--- src/rtl/div_seq_32_pkg.sv ---
// Shared definitions for the sequential signed divider.
package div_seq_32_pkg;

    localparam int unsigned DIV_WIDTH  = 32;
    localparam int unsigned DIV_CNT_W  = 6;
    localparam logic [3:0]  ALU_OP_DIV = 4'b1001;

    typedef enum logic [1:0] {
        IDLE = 2'd0,
        ITER = 2'd1,
        FIX  = 2'd2,
        DONE = 2'd3
    } div_state_e;

    // Magnitude of a two's complement value; 0x80000000 maps to unsigned 2**31.
    function automatic logic [DIV_WIDTH-1:0] mag(input logic [DIV_WIDTH-1:0] v);
        return v[DIV_WIDTH-1] ? -v : v;
    endfunction

endpackage

--- src/rtl/div_step_33.sv ---
// One non-restoring iteration on the 33-bit partial remainder.
module div_step_33 #(
    parameter int unsigned WIDTH = 32
) (
    input  logic [WIDTH:0] p_i,
    input  logic [WIDTH:0] d_i,
    input  logic           bit_i,
    output logic [WIDTH:0] p_o,
    output logic           q_o
);

    logic [WIDTH:0] p_sh;

    // Shift in the next dividend bit, then subtract or add the divisor by remainder sign.
    always_comb begin
        p_sh = {p_i[WIDTH-1:0], bit_i};
        p_o  = p_i[WIDTH] ? (p_sh + d_i) : (p_sh - d_i);
        q_o  = ~p_o[WIDTH];
    end

endmodule

--- src/rtl/div_seq_32.sv ---
// Multi-cycle signed divider: quotient on rZLO, remainder on rZHI.
module div_seq_32
    import div_seq_32_pkg::*;
#(
    parameter int unsigned WIDTH = DIV_WIDTH,
    parameter int unsigned CNT_W = DIV_CNT_W
) (
    input  logic             clock,
    input  logic             clear_n,
    input  logic             start,
    input  logic [WIDTH-1:0] rA,
    input  logic [WIDTH-1:0] rB,
    output logic [WIDTH-1:0] rZLO,
    output logic [WIDTH-1:0] rZHI,
    output logic             busy,
    output logic             done,
    output logic             div_zero
);

    div_state_e       state_q, state_d;
    logic [CNT_W-1:0] cnt_q, cnt_d;
    logic [WIDTH:0]   p_q, p_d;
    logic [WIDTH:0]   d_q, d_d;
    logic [WIDTH-1:0] q_q, q_d;
    logic             sa_q, sa_d;
    logic             sb_q, sb_d;
    logic [WIDTH-1:0] zlo_q, zlo_d;
    logic [WIDTH-1:0] zhi_q, zhi_d;
    logic             dz_q, dz_d;

    logic [WIDTH:0]   p_step;
    logic             q_bit;
    logic [WIDTH:0]   p_fix;
    logic [WIDTH-1:0] rem_mag;

    div_step_33 #(.WIDTH(WIDTH)) u_step (
        .p_i   (p_q),
        .d_i   (d_q),
        .bit_i (q_q[WIDTH-1]),
        .p_o   (p_step),
        .q_o   (q_bit)
    );

    // Next-state and datapath update for the divide sequence.
    // The quotient bit taken from the post-step sign equals the restoring
    // quotient bit, so only the remainder needs the final correction.
    always_comb begin
        state_d = state_q;
        cnt_d   = cnt_q;
        p_d     = p_q;
        d_d     = d_q;
        q_d     = q_q;
        sa_d    = sa_q;
        sb_d    = sb_q;
        zlo_d   = zlo_q;
        zhi_d   = zhi_q;
        dz_d    = dz_q;
        p_fix   = p_q[WIDTH] ? (p_q + d_q) : p_q;
        rem_mag = p_fix[WIDTH-1:0];
        unique case (state_q)
            IDLE: begin
                if (start) begin
                    sa_d  = rA[WIDTH-1];
                    sb_d  = rB[WIDTH-1];
                    q_d   = mag(rA);
                    d_d   = {1'b0, mag(rB)};
                    p_d   = '0;
                    cnt_d = '0;
                    if (rB == '0) begin
                        zlo_d   = '1;
                        zhi_d   = rA;
                        dz_d    = 1'b1;
                        state_d = DONE;
                    end else begin
                        dz_d    = 1'b0;
                        state_d = ITER;
                    end
                end
            end
            ITER: begin
                p_d   = p_step;
                q_d   = {q_q[WIDTH-2:0], q_bit};
                cnt_d = cnt_q + 1'b1;
                if (cnt_q == CNT_W'(WIDTH - 1)) begin
                    state_d = FIX;
                end
            end
            FIX: begin
                p_d     = p_fix;
                zlo_d   = (sa_q ^ sb_q) ? -q_q : q_q;
                zhi_d   = sa_q ? -rem_mag : rem_mag;
                state_d = DONE;
            end
            DONE: begin
                state_d = IDLE;
            end
            default: state_d = IDLE;
        endcase
    end

    // State and datapath registers with asynchronous clear.
    always_ff @(posedge clock or negedge clear_n) begin
        if (!clear_n) begin
            state_q <= IDLE;
            cnt_q   <= '0;
            p_q     <= '0;
            d_q     <= '0;
            q_q     <= '0;
            sa_q    <= 1'b0;
            sb_q    <= 1'b0;
            zlo_q   <= '0;
            zhi_q   <= '0;
            dz_q    <= 1'b0;
        end else begin
            state_q <= state_d;
            cnt_q   <= cnt_d;
            p_q     <= p_d;
            d_q     <= d_d;
            q_q     <= q_d;
            sa_q    <= sa_d;
            sb_q    <= sb_d;
            zlo_q   <= zlo_d;
            zhi_q   <= zhi_d;
            dz_q    <= dz_d;
        end
    end

    assign rZLO     = zlo_q;
    assign rZHI     = zhi_q;
    assign div_zero = dz_q;
    assign busy     = (state_q != IDLE);
    assign done     = (state_q == DONE);

endmodule

--- config.mk ---
export PLATFORM = sky130hd
export DESIGN_NAME = div_seq_32
export DESIGN_NICKNAME = d
export VERILOG_FILES = /design/src/rtl/div_seq_32_pkg.sv /design/src/rtl/div_step_33.sv /design/src/rtl/div_seq_32.sv
export SDC_FILE = /design/constraint.sdc
export NUM_CORES = 1
export LEC_CHECK = 0
export CAP_MARGIN = 30
export CELL_PAD_IN_SITES_DETAIL_PLACEMENT = 1
export CELL_PAD_IN_SITES_GLOBAL_PLACEMENT = 2
export CORE_ASPECT_RATIO = 1.2
export CORE_MARGIN = 3
export CORE_UTILIZATION = 38
export DETAILED_ROUTE_END_ITERATION = 7
export GPL_TIMING_DRIVEN = 0
export MAX_ROUTING_LAYER = met4
export PLACE_DENSITY_LB_ADDON = 0.12
export SLEW_MARGIN = 20
export SYNTH_ARGS = -nofsm -noshare
export SYNTH_HDL_FRONTEND = slang
export SYNTH_SLANG_ARGS = --single-unit
--- constraint.sdc ---
create_clock -name clock -period 10.7 [get_ports clock]
set_input_delay 1.07 -clock clock [delete_from_list [all_inputs] [get_ports clock]]
set_output_delay 1.07 -clock clock [all_outputs]
set_load 0.02 [all_outputs]
After elaboration in Yosys (flattened, before gate mapping)
Cells that the tools add are included.
{ "word_totals": {"in_bits": 67, "wordCells": 61, "regBits": 172} }
{ "op_classes": {"n_eq_ne": 7, "bitwise": 2, "reduce_logical": 11, "add_sub_neg": 8, "mux": 23} }
{ "op_table": {"columns": ["operator", "count"], "rows": [
  ["$mux W32", 9],
  ["$pmux W32 S2", 3],
  ["$neg A32 Y32", 4],
  ["$mux W33", 3],
  ["$pmux W33 S3", 1],
  ["$add A33 B32 Y33", 2],
  ["$sub A33 B32 Y33", 1],
  ["$logic_not A32 Y1", 1],
  ["$pmux W6 S2", 1],
  ["$pmux W2 S4", 1],
  ["$reduce_and A2 Y1", 4],
  ["$add A6 B1 Y6 const B", 1],
  ["$eq A6 B5 Y1 const B", 1],
  ["$mux W2", 3],
  ["$mux W6", 1],
  ["$ne A2 B2 Y1 const B", 3],
  ["$reduce_bool A2 Y1", 3],
  ["$eq A2 B2 Y1 const B", 2],
  ["$reduce_and A3 Y1", 1],
  ["$reduce_bool A3 Y1", 1],
  ["$eq A2 B1 Y1 const B", 1],
  ["$logic_not A2 Y1", 1],
  ["$mux W1", 1],
  ["$not A1 Y1", 1],
  ["$xor A1 B1 Y1", 1]
]} }

Depth between registers and ports, before layout
Gate-level depths: netlist (run 1).
{ "depth": {"depth_word": 5, "mapped_depth": 20} }

By module
Synthesis (run 1) repeated with hierarchy kept, for this count alone.
{ "unflattened": {"hier_cells": 1853, "hier_area_um2": 14760.4} }
{ "by_module_without_submodules": {"columns": ["mod", "area_per_inst_um2", "cells_each", "seq_area_each_um2", "instances"], "rows": [
  ["div_seq_32", 12245.5, 1483, 4304.1, 1],
  ["div_step_33", 2514.9, 370, 0.0, 1]
]} }

Worst setup path before layout (run 1)
OpenSTA, ideal clock, no wires.
{ "synth_timing": {"path_kind": "reg-to-reg", "start": "register p_q[32]", "end": "register p_q[25]", "n_path_buf": 7, "arrival_ps": 4582, "required_ps": 10569, "setup_time_ps": 131, "slack_ps": 5987, "stages_incl_launch_ff": 21, "cell_sequence": "dfrtp_1 clkbuf_1 buf_2 clkbuf_1 clkbuf_1 buf_1 clkbuf_1 clkbuf_1 nor2_1 xor2_1 ha_1 nand2_1 nor3_1 a211oi_1 a31o_2 a2111oi_0 nand2b_1 a21o_1 a21oi_1 nor4bb_1 or3_1"} }
{ "synth_between": {"elab_chain_cells": 2, "elab_cells_between_ends": 3, "cone_classes": "3 x mux"} }
{ "synth_lines": {"columns": ["element", "line", "text"], "rows": [
  ["start, declared", "div_seq_32.sv:22", "logic [WIDTH:0] p_q, p_d;"],
  ["start signal, assigned", "div_seq_32.sv:117", "p_q <= p_d;"],
  ["$mux W33, on equally long branches", "div_seq_32.sv:58, div_step_33.sv:17", null],
  ["$pmux W33 S3 *", "div_seq_32.sv:60", "unique case (state_q)"]
]} }
Mark *: on every way between the ends. The rest lies on a longest branch, timed or not.
A chain may end at the register's enable or synchronous reset.

Worst setup path in the final report (run 1)
{ "layout_timing": {"start": "register p_q[32]", "end": "register q_q[0]"} }
{ "layout_between": {"elab_chain_cells": 3} }
{ "layout_lines": {"columns": ["element", "line", "text"], "rows": [
  ["$mux W33", "div_step_33.sv:17", "p_o = p_i[WIDTH] ? (p_sh + d_i) : (p_sh - d_i);"],
  ["$not A1 Y1", "div_step_33.sv:18", "q_o = ~p_o[WIDTH];"],
  ["$pmux W32 S2", "div_seq_32.sv:60", null],
  ["end signal, assigned", "div_seq_32.sv:119", "q_q <= q_d;"],
  ["end, declared", "div_seq_32.sv:24", "logic [WIDTH-1:0] q_q, q_d;"]
]} }
Every way passes these cells.

==> results.sh, run 1 <==
export IMPL_drc=0
export IMPL_drive_gt1_share_pct=3.37
export IMPL_syn_to_final_growth_pct=17.6
export IMPL_post_drt_wl_per_cell_um=22.7
export IMPL_whs_path_depth=2
export IMPL_hold_buffers=0
export IMPL_cap_violations=0
export IMPL_vias_per_cell=5.89
export IMPL_power_density_mw_per_mm2=356
export IMPL_leakagePower_nw=6.93
export IMPL_ys_flop_type="dfrtp_1"
export IMPL_grt_max_degree=92
export IMPL_first_global_vias=15000
export IMPL_cts_root_buf="clkbuf_16"
export IMPL_start_util_pct=38.8
export IMPL_worstHoldStart="rZHI[0]"
export IMPL_ys_types=80
export IMPL_cts_setup_buffers=0
export IMPL_first_iter_violations=686
export IMPL_finalClockSkew_ns=0.0112
export IMPL_utilization_pct=45.6
export IMPL_final_common_cell="nand2_1"
export IMPL_hp_class="flip-flop to flip-flop"
export IMPL_synth_seq_area_share_pct=29.2
export IMPL_grt_pass1_wl_um=87100
export IMPL_finalHoldViolCount=0
export IMPL_cts_tree="done"
export IMPL_tns_ns=0
export IMPL_crit_required_ns=11.09
export IMPL_syn_inst=1876
export IMPL_mostFrequentLayoutCells="nand2_1 (218), nor2_1 (186), dfrtp_1 (172), o21ai_0 (171), a21oi_1 (161)"
export IMPL_fin_crit_sh_pct=72.9
export IMPL_path_clk_slew_ns=0.07
export IMPL_setup_violations=0
export IMPL_slew_viol_final=0
export IMPL_crit_start="p_q[32]"
export IMPL_synthesis_area_sq_mm=0.0148
export IMPL_holdPathEnd="rZHI[0]"
export IMPL_cp_arrival_ns=8.18
export IMPL_critPathLaunchType="flip-flop"
export IMPL_syn_nets=2021
export IMPL_design_core_area_sq_mm=0.0381
export IMPL_critPathCaptureType="flip-flop"
export IMPL_cp_max_fo=10
export IMPL_place_congestion=0.909
export IMPL_rows=78
export IMPL_rsz0062_at_grt="no"
export IMPL_ir_worst_vdd_uv=132
export IMPL_cts_max_path_buffers=2
export IMPL_synth_warnings=0
export IMPL_tightest_slew_ns=0.949
export IMPL_postPlaceCellArea_sq_mm=0.0168
export IMPL_regToRegStartpoint="p_q[32]"
export IMPL_fin_cells=2525
export IMPL_async_flop_share_pct=100
export IMPL_cts_sinks=172
export IMPL_wirelength_um=57300
export IMPL_numCtsBuffers=17
export IMPL_grt_util_all_layers_pct=28.3
export IMPL_ant_nets=0
export IMPL_ys_ff_latch=172
export IMPL_design_area_sq_mm=0.0173
export IMPL_synth_edf_count=0
export IMPL_path_class="flip-flop to flip-flop"
export IMPL_dpl_cell_count=2493
export IMPL_r2r_end="q_q[0]"
export IMPL_overflow=0
export IMPL_dp_hpwl_um=46900
export IMPL_antenna_found_initial=0
export IMPL_portBuffers=133
export IMPL_clkLatencyLatePin_ns=0.47
export IMPL_diodes=0
export IMPL_cts_repair_resized=0
export IMPL_dieArea_sq_mm=0.0412
export IMPL_fmax_mhz=128
export IMPL_drt_pass1_iterations=5
export IMPL_die_height_um=222
export IMPL_ios=134
export IMPL_rrSetupSlack_ns=2.90
export IMPL_die_w_um=186
export IMPL_final_nets=2179
export IMPL_h_tree_depth=4
export IMPL_period_needed_ns=7.80
export IMPL_outcome="complete, no violations"
export IMPL_synth_area_per_cell_sq_um=7.86
export IMPL_r2r_cells=20
export IMPL_relSlewSlack_pct=36.4
export IMPL_num_vias=14900
## sequential cells by signal, summed over array words and instances (netlist names)
signal	flops
p_q	33
d_q	32
q_q	32
rZHI	32
rZLO	32
cnt_q	6
state_q	2
div_zero	1
sa_q	1
sb_q	1
## per-layer routing
layer  vias to the layer above  share of wire (%)  GRT usage, %
met5                         -                  0             -
met4                         0                2.6          8.82
met3                        62                3.0          2.41
met2                       289                 52          50.5
met1                      7349                 43          33.5
li1                       7183                  -             -
## metrics by stage
step	total power, mW	setup WS (ns)	hold slack [ns]
floorplan	4.08	5.99	0.466
global placement	5.40	1.16	0.464
detailed placement	5.54	2.82	0.471
CTS	6.19	2.80	0.487
global route	6.70	2.61	0.522
finish	6.18	2.90	0.481
## area by class of cell
type / count / area, sq um
Clock inverter: 12 / 118
Timing Repair Buffer: 139 / 1430
Fill cell: 4687 / 20700
Inverter: 43 / 161
Buffer: 100 / 377
Multi-Input combinational cell: 1561 / 9920
Tap cell: 480 / 601
Clock buffer: 18 / 439
Sequential cell: 172 / 4300
## report_power, final
| group | switching [mW] | total [mW] | internal, mW |
|---|---|---|---|
| Clock | 0.299 | 0.626 | 0.327 |
| Combinational | 2.68 | 4.26 | 1.58 |
| Sequential | 0.364 | 1.29 | 0.927 |
## cell families after synthesis
kind of cell / Yosys count / share of synthesized area (%)
simple gates: 667 / 21.4
compound gates: 609 / 26.5
flops: 172 / 29.2
xor+xnor: 169 / 10.0
buf+inv: 143 / 3.65
fa+ha+maj: 78 / 6.72
mux: 38 / 2.63
## worst max path at each step
stage | endpoint | slack (ns) | depth (start not counted)
after global routing | q_q[0] | 2.61 | 20
after detailed placement | q_q[0] | 2.82 | 20
after global placement | d_q[29] | 1.16 | 1
final | q_q[0] | 2.90 | 20
after CTS | q_q[0] | 2.80 | 20
after floorplan | p_q[25] | 5.99 | 20
## Yosys cell counts (all sizes together) (12+ instances only)
| library cell | number | share of area (%) |
|---|---|---|
| or4 | 16 | 0.81 |
| clkbuf | 89 | 2.3 |
| nor2b | 12 | 0.51 |
| xnor2 | 59 | 3.5 |
| a31oi | 43 | 1.8 |
| nor2 | 186 | 4.7 |
| o21ai | 174 | 6.0 |
| nand3 | 43 | 1.5 |
| a22oi | 17 | 0.86 |
| mux2i | 32 | 2.2 |
| a211oi | 18 | 1.1 |
| a21oi | 164 | 5.7 |
| inv | 42 | 1.1 |
| or3 | 24 | 1.0 |
| nor4 | 16 | 0.68 |
| o31ai | 28 | 1.4 |
| o41ai | 18 | 1.1 |
| a21o | 28 | 1.4 |
| nand4 | 18 | 0.76 |
| nor3 | 46 | 1.6 |
| nand2b | 22 | 0.93 |
| xor2 | 110 | 6.5 |
| and3 | 15 | 0.64 |
| o211ai | 24 | 1.3 |
| dfrtp | 172 | 29 |
| nand2 | 218 | 5.5 |
| ha | 76 | 6.4 |
## worst max-delay path, cell delays in order, from the launching register on
cell	delay, ns
dfrtp_1	0.33
clkbuf_1	0.52
buf_2	0.41
clkbuf_1	0.59
clkbuf_1	0.54
buf_1	0.48
clkbuf_1	0.64
clkbuf_1	0.56
nor2_1	0.12
xor2_1	0.17
ha_1	0.34
nor2b_1	0.18
o31a_1	0.30
a311oi_1	0.46
nor3_1	0.20
o21ai_0	0.53
o2111ai_1	0.20
a31oi_1	0.30
xnor2_1	0.41
mux2i_1	0.21
o21ai_0	0.19
No activity file was read; power rests on OpenSTA's default activity.
==> run 2, diff against run 1 <==
- CORE_UTILIZATION: 38 -> 32
- clock period: 10.7 -> 6.5 ns (I/O delays scaled with it)
==> run 2 against run 1 <==
Hold slack worse by 0.34 ns. Critical path depth down 2. Worst setup slack worse by 2.5 ns. Power up 67%. Sequential share of layout area down 0.30 points. Critical path type unchanged.
==> results.sh, run 2 (same netlist as run 1, synthesis figures left out) <==
export IMPL_cap_violations=0
export IMPL_finalHoldViolCount=0
export IMPL_n_fill_cell=5514
export IMPL_dieArea_sq_mm=0.0487
export IMPL_outcome="complete, no violations"
export IMPL_num_vias=14600
export IMPL_cts_max_path_buffers=2
export IMPL_crit_required_ns=6.89
export IMPL_relSlewSlack_pct=34.8
export IMPL_final_common_cell="nand2_1"
export IMPL_grt_pass1_wl_um=90500
export IMPL_finalClockSkew_ns=0.0178
export IMPL_post_drt_wl_per_cell_um=22.3
export IMPL_overflow=0
export IMPL_path_clk_slew_ns=0.08
export IMPL_ios=134
export IMPL_portBuffers=133
export IMPL_antenna_found_initial=0
export IMPL_cts_tree="done"
export IMPL_regToRegStartpoint="p_q[32]"
export IMPL_h_tree_depth=4
export IMPL_die_w_um=202
export IMPL_grt_util_all_layers_pct=24.9
export IMPL_vias_per_cell=5.52
export IMPL_first_iter_violations=860
export IMPL_worst_path_max_delay_cell="clkbuf_2"
export IMPL_drc=0
export IMPL_syn_to_final_growth_pct=19.0
export IMPL_rsz0062_at_grt="no"
export IMPL_place_congestion=0.898
export IMPL_path_delay_family="buffers and inverters"
export IMPL_dp_hpwl_um=49200
export IMPL_regMostFlops="p_q"
export IMPL_r2r_cells=18
export IMPL_wirelength_um=59100
export IMPL_slew_viol_final=0
export IMPL_cts_sinks=172
export IMPL_largest_reg_flops=33
export IMPL_utilization_pct=38.9
export IMPL_numCtsBuffers=17
export IMPL_design_core_area_sq_mm=0.0452
export IMPL_start_util_pct=32.6
export IMPL_fmax_mhz=164
export IMPL_period_needed_ns=6.11
export IMPL_worstPathCellList="inv_1 -> clkbuf_1 -> clkbuf_2 -> buf_2 -> clkbuf_2 -> o21a_1 -> xor2_1 -> ha_1 -> nand4_1 -> nor3_1 -> nand3_1 -> nor3_1 -> o21ai_1 -> o2111ai_1 -> a31oi_1 -> xnor2_2 -> mux2i_1 -> o21ai_0"
export IMPL_finalPower_mw=10.3
export IMPL_path_buf_inv=5
export IMPL_first_global_vias=15100
export IMPL_ir_worst_vdd_uv=172
export IMPL_path_class="flip-flop to flip-flop"
export IMPL_fin_crit_sh_pct=94.0
export IMPL_critPathLaunchType="flip-flop"
export IMPL_rows=85
export IMPL_mostFrequentLayoutCells="nand2_1 (218), nor2_1 (186), dfrtp_1 (171), o21ai_0 (170), a21oi_1 (161)"
export IMPL_critPathMaxStageDelay_ns=0.55
export IMPL_drt_pass1_iterations=5
export IMPL_rrSetupSlack_ns=0.39
export IMPL_grt_max_degree=92
export IMPL_power_density_mw_per_mm2=587
export IMPL_final_nets=2176
export IMPL_finalWorstSetupSlack_ns=0.391
export IMPL_hp_class="input pin to async pin"
export IMPL_r2r_end="q_q[0]"
export IMPL_drive_gt1_share_pct=3.91
export IMPL_ant_nets=0
export IMPL_cts_root_buf="clkbuf_16"
export IMPL_critPathCaptureType="flip-flop"
export IMPL_cp_max_fo=19
export IMPL_clkLatencyLatePin_ns=0.48
export IMPL_cp_arrival_ns=6.50
export IMPL_cts_setup_buffers=0
export IMPL_setup_violations=0
export IMPL_tightest_slew_ns=0.972
export IMPL_die_height_um=241
export IMPL_dp_slack_ns=-1.67
export IMPL_leakagePower_nw=6.97
[run 2: cell types whose count changed in the layout (fill, tap and decap cells not counted), sizes merged]
cell	change
buf	-1
bufinv	+1
clkbuf	-3
clkinv	-5
clkinvlp	+1
diode	+1
inv	+6
[run 2: where the power goes]
part,switching (mW),internal (mW),total (mW)
Sequential,0.614,1.53,2.14
Clock,0.528,0.582,1.11
Combinational,4.44,2.62,7.06
Total,5.58,4.72,10.3
[run 2: routing by layer]
metal	up-vias	GRT usage [%]	share of wire, %
met4	0	8.44	3.1
li1	7203	-	-
met5	-	-	0
met2	252	45.0	51
met1	7131	29.1	43
met3	58	2.41	3.2
[run 2: per-stage QoR]
step,TNS (ns),area (sq um),std cells,hold WS (ns)
floorplan,0,14800,1876,0.354
global placement,-492.75,16800,2618,0.462
detailed placement,-19.71,17000,2624,0.503
CTS,0,17600,2653,0.163
global route,0,17600,2653,0.200
finish,0,17600,2654,0.145
[run 2: what timing repair did]
action,in CTS,in global routing
endpoints found under the setup margin,24,3
hold buffers,0,0
gates resized for setup,9,2
[run 2: how the worst max path moves through the flow]
stage,end,from,depth (start not counted)
5_1_grt,q_q[0],p_q[32],18
4_1_cts,q_q[0],p_q[32],18
3_5_place_dp,q_q[0],p_q[32],20
2_1_floorplan,p_q[25],p_q[32],20
6_report,q_q[0],p_q[32],18
3_3_place_gp,d_q[30],clear_n,1
[run 2: layout make-up]
class	instances	area [sq um]	area share (%)
plain buffers	97	377	2.14
flip-flops and latches	172	4310	24.5
diodes	1	2.50	0.0142
inverters	43	161	0.919
multi-input cells	1561	9930	56.5
well taps	609	762	4.34
clock inverters	15	178	1.01
repair buffers	139	1430	8.13
clock buffers	17	425	2.42
